--- src/rtl/lsu_pkg.sv ---
// lsu_pkg: shared types, constants and helpers for the load/store sequencer.
package lsu_pkg;

  // Highest valid byte address of the attached data memory.
  localparam logic [31:0] MEM_END_DEFAULT = 32'h0001_FFFF;

  // Access size as encoded on the request interface.
  typedef enum logic [1:0] {
    SZ_B   = 2'b00,
    SZ_H   = 2'b01,
    SZ_W   = 2'b10,
    SZ_BAD = 2'b11
  } lsu_size_t;

  // Sequencer states.
  typedef enum logic [1:0] {
    IDLE   = 2'b00,
    ACCESS = 2'b01,
    RESP   = 2'b10
  } lsu_state_t;

  // Number of bytes touched by an access; the illegal size maps to 4 so the
  // range arithmetic stays well defined even though that request errors out.
  function automatic logic [2:0] size_to_nbytes(input lsu_size_t size);
    case (size)
      SZ_B:    return 3'd1;
      SZ_H:    return 3'd2;
      default: return 3'd4;
    endcase
  endfunction

endpackage

--- src/rtl/lsu_load_extend.sv ---
// lsu_load_extend: sign- or zero-extends assembled load data to full width.
module lsu_load_extend
  import lsu_pkg::*;
#(
  parameter int DATA_WIDTH = 32
) (
  input  logic [DATA_WIDTH-1:0] assembly,
  input  logic [1:0]            size,
  input  logic                  is_unsigned,
  output logic [DATA_WIDTH-1:0] data
);

  logic      sign_b;
  logic      sign_h;
  lsu_size_t size_e;

  assign size_e = lsu_size_t'(size);
  assign sign_b = assembly[7] & ~is_unsigned;
  assign sign_h = assembly[15] & ~is_unsigned;

  // Replicate the sign bit of the loaded byte/half, or zeros for unsigned loads.
  always_comb begin
    data = assembly;
    case (size_e)
      SZ_B:    data = {{(DATA_WIDTH-8){sign_b}}, assembly[7:0]};
      SZ_H:    data = {{(DATA_WIDTH-16){sign_h}}, assembly[15:0]};
      default: data = assembly;
    endcase
  end

endmodule

--- src/rtl/lsu_mem_sequencer.sv ---
// lsu_mem_sequencer: turns one core load/store request into aligned word or
// sequential byte accesses on the data memory and returns a single response.
module lsu_mem_sequencer
  import lsu_pkg::*;
#(
  parameter int                    DATA_WIDTH = 32,
  parameter int                    BYTE_WIDTH = 8,
  parameter logic [DATA_WIDTH-1:0] MEM_END    = DATA_WIDTH'(MEM_END_DEFAULT)
) (
  input  logic                  clk_i,
  input  logic                  rst_ni,
  input  logic                  req_valid_i,
  output logic                  req_ready_o,
  input  logic                  req_we_i,
  input  logic [1:0]            req_size_i,
  input  logic                  req_unsigned_i,
  input  logic [DATA_WIDTH-1:0] req_addr_i,
  input  logic [DATA_WIDTH-1:0] req_wdata_i,
  output logic                  rsp_valid_o,
  output logic [DATA_WIDTH-1:0] rsp_rdata_o,
  output logic                  rsp_err_o,
  output logic                  mem_we_o,
  output logic                  mem_byte_op_o,
  output logic [DATA_WIDTH-1:0] mem_addr_o,
  output logic [DATA_WIDTH-1:0] mem_wd_o,
  input  logic [DATA_WIDTH-1:0] mem_rd_i
);

  lsu_state_t            state;

  // Captured request, held stable for the whole access.
  logic                  cap_we;
  logic [1:0]            cap_size;
  logic                  cap_unsigned;
  logic [DATA_WIDTH-1:0] cap_addr;
  logic [DATA_WIDTH-1:0] cap_wdata;
  logic                  word_mode;
  logic [1:0]            last_count;

  // Byte index within a byte-mode access and the load assembly register.
  logic [1:0]            count;
  logic [1:0]            next_count;
  logic [DATA_WIDTH-1:0] assembly;
  logic [DATA_WIDTH-1:0] next_assembly;
  logic [DATA_WIDTH-1:0] ext_data;

  // Registered outputs.
  logic                  ready_q;
  logic                  rsp_valid_q;
  logic                  rsp_err_q;
  logic [DATA_WIDTH-1:0] rsp_rdata_q;
  logic                  mem_we_q;
  logic                  mem_byte_op_q;
  logic [DATA_WIDTH-1:0] mem_addr_q;
  logic [DATA_WIDTH-1:0] mem_wd_q;

  // Decode of the incoming request, only meaningful in IDLE.
  lsu_size_t             req_size;
  logic [2:0]            req_nbytes;
  logic [DATA_WIDTH:0]   span_end;
  logic                  req_err;
  logic                  req_word;

  assign req_size   = lsu_size_t'(req_size_i);
  assign req_nbytes = size_to_nbytes(req_size);

  // One extra bit catches accesses whose last byte wraps past the address space.
  assign span_end = {1'b0, req_addr_i}
                  + {{(DATA_WIDTH-2){1'b0}}, req_nbytes - 3'd1};

  assign req_err  = (req_size == SZ_BAD)
                  || span_end[DATA_WIDTH]
                  || (span_end[DATA_WIDTH-1:0] > MEM_END);

  assign req_word = (req_size == SZ_W) && (req_addr_i[1:0] == 2'b00);

  assign next_count = count + 2'd1;

  // Merge the data the memory returns this cycle into the assembly register.
  always_comb begin
    next_assembly = assembly;
    if (state == ACCESS) begin
      if (word_mode) begin
        next_assembly = mem_rd_i;
      end else begin
        next_assembly[BYTE_WIDTH*count +: BYTE_WIDTH] = mem_rd_i[BYTE_WIDTH-1:0];
      end
    end
  end

  lsu_load_extend #(
    .DATA_WIDTH (DATA_WIDTH)
  ) u_load_extend (
    .assembly    (next_assembly),
    .size        (cap_size),
    .is_unsigned (cap_unsigned),
    .data        (ext_data)
  );

  // Sequencer FSM: captures the request, steps the memory cycles and
  // produces the registered memory-side and response-side outputs.
  always_ff @(posedge clk_i) begin
    if (!rst_ni) begin
      state         <= IDLE;
      cap_we        <= 1'b0;
      cap_size      <= 2'b00;
      cap_unsigned  <= 1'b0;
      cap_addr      <= '0;
      cap_wdata     <= '0;
      word_mode     <= 1'b0;
      last_count    <= 2'd0;
      count         <= 2'd0;
      assembly      <= '0;
      ready_q       <= 1'b1;
      rsp_valid_q   <= 1'b0;
      rsp_err_q     <= 1'b0;
      rsp_rdata_q   <= '0;
      mem_we_q      <= 1'b0;
      mem_byte_op_q <= 1'b0;
      mem_addr_q    <= '0;
      mem_wd_q      <= '0;
    end else begin
      rsp_valid_q <= 1'b0;
      case (state)
        IDLE: begin
          if (req_valid_i) begin
            cap_we       <= req_we_i;
            cap_size     <= req_size_i;
            cap_unsigned <= req_unsigned_i;
            cap_addr     <= req_addr_i;
            cap_wdata    <= req_wdata_i;
            word_mode    <= req_word;
            last_count   <= 2'(req_nbytes - 3'd1);
            count        <= 2'd0;
            assembly     <= '0;
            ready_q      <= 1'b0;
            if (req_err) begin
              state       <= RESP;
              rsp_valid_q <= 1'b1;
              rsp_err_q   <= 1'b1;
              rsp_rdata_q <= '0;
            end else begin
              state         <= ACCESS;
              mem_we_q      <= req_we_i;
              mem_byte_op_q <= ~req_word;
              mem_addr_q    <= req_addr_i;
              mem_wd_q      <= req_word ? req_wdata_i
                                        : DATA_WIDTH'(req_wdata_i[BYTE_WIDTH-1:0]);
            end
          end
        end

        ACCESS: begin
          assembly <= next_assembly;
          if (word_mode || (count == last_count)) begin
            state         <= RESP;
            mem_we_q      <= 1'b0;
            mem_byte_op_q <= 1'b0;
            mem_addr_q    <= '0;
            mem_wd_q      <= '0;
            rsp_valid_q   <= 1'b1;
            rsp_err_q     <= 1'b0;
            rsp_rdata_q   <= cap_we ? '0 : ext_data;
          end else begin
            count      <= next_count;
            mem_addr_q <= cap_addr + DATA_WIDTH'(next_count);
            mem_wd_q   <= DATA_WIDTH'(cap_wdata[BYTE_WIDTH*next_count +: BYTE_WIDTH]);
          end
        end

        RESP: begin
          state   <= IDLE;
          ready_q <= 1'b1;
        end

        default: begin
          state   <= IDLE;
          ready_q <= 1'b1;
        end
      endcase
    end
  end

  assign req_ready_o   = ready_q;
  assign rsp_valid_o   = rsp_valid_q;
  assign rsp_err_o     = rsp_err_q;
  assign rsp_rdata_o   = rsp_rdata_q;
  // The memory writes on the falling edge, so reset must block a write in
  // the very cycle it is asserted, not one edge later.
  assign mem_we_o      = mem_we_q & rst_ni;
  assign mem_byte_op_o = mem_byte_op_q;
  assign mem_addr_o    = mem_addr_q;
  assign mem_wd_o      = mem_wd_q;

endmodule
--- config.mk ---
export PLATFORM = sky130hd
export DESIGN_NAME = lsu_mem_sequencer
export DESIGN_NICKNAME = d
export VERILOG_FILES = /design/src/rtl/lsu_pkg.sv /design/src/rtl/lsu_load_extend.sv /design/src/rtl/lsu_mem_sequencer.sv
export SDC_FILE = /design/constraint.sdc
export NUM_CORES = 1
export LEC_CHECK = 0
export CORE_ASPECT_RATIO = 1.4
export CORE_MARGIN = 2
export CORE_UTILIZATION = 48
export CTS_BUF_LIST = sky130_fd_sc_hd__clkbuf_8
export DETAILED_ROUTE_END_ITERATION = 10
export PLACE_DENSITY = 0.86
export SYNTH_ARGS = -nofsm -noshare
export SYNTH_HDL_FRONTEND = slang
export SYNTH_HIERARCHICAL = 1
export SYNTH_SLANG_ARGS = --single-unit
--- constraint.sdc ---
create_clock -name clk_i -period 3.56 [get_ports clk_i]
set_clock_uncertainty 0.05 [all_clocks]
set_input_delay 0.712 -clock clk_i [delete_from_list [all_inputs] [get_ports clk_i]]
set_output_delay 0.712 -clock clk_i [all_outputs]
set_load 0.005 [all_outputs]
==> flow_metrics.py <==
metrics = {
    "grt": {
        "grt_max_degree": 52,
        "first_global_vias": 9496,
        "track_usage_pct": 27.0,
        "antenna_found_initial": 1,
        "grt_overflow_total": 0,
        "grt_pass1_wl_mm": 47.9,
    },
    "synth": {
        "synth_compound_area_share_pct": 24.8,
        "avgSynthCellArea_sq_um": 8.38,
        "synth-seq-cells": 208,
        "ys_seq_area_share_pct": 42.5,
        "synthArstFlopShare_pct": 0,
        "synth_flop_cell": "dfxtp_1",
        "synth_adder_area_share_pct": 1.82,
        "synthSimpleGateAreaFrac_pct": 20.0,
        "yosysUniqueCellTypes": 66,
        "synth_edf_count": 0,
        "synth_top_area_cell": "dfxtp_1",
        "netlist_instances": 1168,
        "synth_area_leaders": "dfxtp_1, a21oi_1, nand2_1",
        "synth_fp_nets": 1284,
        "synth_top_family_by_area": "compound AO/OA/AOI/OAI gates",
        "synth_area_sq_um": 9790,
        "synth_top_cell_area_share_pct": 42.5,
        "yosysWarnings": 6,
        "muxShareOfSynthArea_pct": 2.08,
        "synth_xor_area_share_pct": 3.58,
    },
    "clock_tree": {
        "path_clk_slew_ns": 0.06,
        "ctsHoldBuffers": 0,
        "root_buffer": "clkbuf_8",
        "cts_buffers": 34,
        "cts_tree": "done",
        "cts_buffer_depth": 3,
        "clock_sinks": 208,
        "clk_latency_ns": 0.52,
        "cts.htree.levels": 2,
    },
    "sta": {
        "finalSetupViolations": 0,
        "relSlewSlack_pct": 37.0,
        "final_hold_viol_count": 0,
        "period_share_pct": 98.8,
        "clock.fmax_mhz": 284,
        "max_slew.worst_pin.slew_ns": 0.938,
        "timing.setup.tns_ns": 0,
        "report.final.slew_viol_count": 0,
        "rsz0062_at_grt": "no",
        "period_minus_slack_ns": 3.52,
        "setup_ws_ns": 0.0415,
    },
    "floorplan": {
        "pin_count": 204,
        "std_cell_rows": 61,
        "die_width_um": 125,
        "fp.coreArea_sq_um": 19900,
        "die-area_sq_um": 21600,
        "die_h_um": 173,
        "start_util_pct": 49.1,
    },
    "place": {
        "dp_hpwl_mm": 21.4,
        "dp_slack_ns": -0.755,
        "dpl_cell_area_sq_um": 12400,
        "portBuffers": 203,
        "place_congestion": 0.924,
    },
    "layout": {
        "multi_input_area_sq_um": 5200,
        "regArea_sq_um": 4160,
        "nets": 1519,
        "fill_cells": 1597,
        "area_growth_pct": 34.4,
        "final_area_sq_um": 13200,
        "drive_gt1_share_pct": 13.6,
    },
    "power": {
        "total_power_mw": 4.97,
        "leakagePower_nw": 5.27,
        "p_per_area_nw_per_um2": 378,
        "max-vdd-ir-drop_mv": 0.249,
    },
    "drt": {
        "routed_wl_mm": 30.5,
        "wl_per_cell_um": 18.2,
        "drc": 0,
        "vias": 9742,
        "vias_per_cell": 5.80,
        "firstDrtPassIters": 6,
        "drtIter0Drc": 714,
        "ant_nets": 0,
    },
    "critical_path": {
        "worstSetupStartpointType": "primary input",
        "r2r-start": "count[1]",
        "cp_max_fo": 12,
        "path_class": "in -> reg",
        "ff2ff_path_depth": 11,
        "r2r_end": "mem_addr_o[26]",
        "cp.required_ns": 3.98,
        "endpoint_kind": "register",
        "cp.arrival_ns": 3.94,
        "ff2ff_setup_slack_ns": 0.36,
    },
    "hold_path": {
        "min_from": "cap_wdata[21]",
        "hold_end": "cap_wdata[21]",
        "hold_depth": 2,
        "min-delay-path-class": "reg -> reg",
    },
    "status": {
        "outcome": "finished clean",
    },
    "job": {
        "maxCapViolCount": 0,
    },
}
-- flip-flops by register name, summed over array words and instances (netlist names), 2 cells and up --
signal       flops
cap_addr        32
mem_wd_o        32
count            2
mem_addr_o      32
last_count       2
cap_wdata       32
state            2
cap_size         2
rsp_rdata_o     32
assembly        32
-- worst max path at each step --
stage / from / endpoint / slack [ns] / cells after the start
CTS: req_size_i[0] / mem_wd_o[10] / 0.03 / 16
floorplan: req_size_i[1] / mem_wd_o[15] / -0.14 / 15
global route: req_addr_i[10] / mem_wd_o[21] / 0.004 / 12
global placement: req_size_i[1] / mem_wd_o[19] / -0.68 / 15
finish: req_addr_i[14] / mem_wd_o[24] / 0.04 / 12
detailed placement: req_size_i[1] / mem_wd_o[24] / -0.76 / 15
-- per-stage QoR --
step | hold slack (ns) | utilization (%) | cells
3_3_place_gp | 0.389 | 62.3 | 1614
3_5_place_dp | 0.397 | 62.3 | 1614
6_report | 0.405 | 66.0 | 1679
2_1_floorplan | 0.383 | - | 1168
4_1_cts | 0.407 | 66.0 | 1678
5_1_grt | 0.427 | 66.0 | 1679
-- power by group --
| group | internal (mW) | total [mW] | switching (mW) |
|---|---|---|---|
| Combinational | 0.238 | 0.511 | 0.273 |
| Sequential | 2.38 | 2.43 | 0.0465 |
| Clock | 1.08 | 2.04 | 0.959 |
-- cells in the final DEF, fill, tap and decap left out, types with 3 or more instances in the layout --
master | synthesis | final
a21oi_1 | 155 | 154
o21ai_0 | 37 | 37
and3_1 | 14 | 14
ha_1 | 11 | 9
nor3_1 | 9 | 7
and2_1 | 8 | 7
nor2_1 | 100 | 100
clkinv_2 | 0 | 8
inv_1 | 16 | 26
dfxtp_1 | 208 | 208
nor2b_1 | 26 | 26
buf_12 | 0 | 3
and4_1 | 3 | 3
o311ai_0 | 3 | 3
a22o_1 | 64 | 64
or4_4 | 2 | 3
o2bb2ai_1 | 14 | 14
nand2_1 | 200 | 199
o221a_2 | 20 | 20
buf_4 | 9 | 84
mux4_2 | 8 | 8
xnor2_1 | 14 | 14
xor2_1 | 26 | 26
nand3_1 | 41 | 40
a21o_1 | 26 | 26
clkdlybuf4s50_1 | 0 | 199
nand4_1 | 10 | 10
clkbuf_8 | 0 | 39
a22oi_1 | 8 | 8
a221oi_1 | 11 | 10
-- metal layers --
metal / up-vias / wire (um) / GRT usage [%]
li1: 4600 / - / -
met1: 4530 / 11400 / 30.6
met2: 486 / 15200 / 47.2
met3: 126 / 2040 / 4.30
met4: 0 / 1810 / 16.9
met5: - / 0 / 0
-- synth_stat cells, types with 3 or more instances --
cell type,number
o2bb2ai_1,14
a21o_1,26
and3_1,14
a221oi_1,11
xor2_1,26
nand3_1,41
nor3_1,9
buf_4,9
o21ai_0,37
ha_1,11
and4_1,3
buf_2,7
nand4_1,10
a22oi_1,8
a22o_1,64
buf_1,9
o221a_2,20
buf_6,7
dfxtp_1,208
nor2b_1,26
xnor2_1,14
mux4_2,8
a21oi_1,155
nor2_1,100
nand2_1,200
or2_2,3
o311ai_0,3
inv_1,16
clkbuf_1,58
and2_1,8
-- repair_timing --
item                                   CTS  global route
setup endpoints to repair              102            94
endpoints found under the hold margin    0             0
gates cloned                             1             0
pin swaps                                6             5
setup buffers                            4             0
resized for setup                        7             8
-- cell families (layout without fill, tap and decap cells) --
logic type,Yosys count,in the layout
xor gates and xnor gates,40,40
other,0,1
AOI/OAI and AO/OA,357,357
adders and majority gates,13,13
muxes,10,10
DFF,208,208
and+or+nand+nor,431,431
buffers and inverters,109,367
-- cell type report --
cell class                 instances  share of cell area [%]
sequential                       208                    31.7
timing repair buffer             290                    20.9
multi-input combinational        851                    39.6
clock buffer                      39                    4.08
clock inverter                    20                   0.894
antenna                            1                  0.0190
tap                              252                    2.40
inverter                          18                   0.523
-- worst max-delay path: stages --
cell and delay (ns):
clkdlybuf4s50_1 0.50, nand4_1 0.23, or2_2 0.39, or4_4 0.55, xor2_1 0.15, nand3_1 0.10, a211o_1 0.34, buf_4 0.15
nor4_4 0.25, buf_4 0.17, bufbuf_16 0.27, a22o_1 0.12
Power figures use the tool's default switching activity.
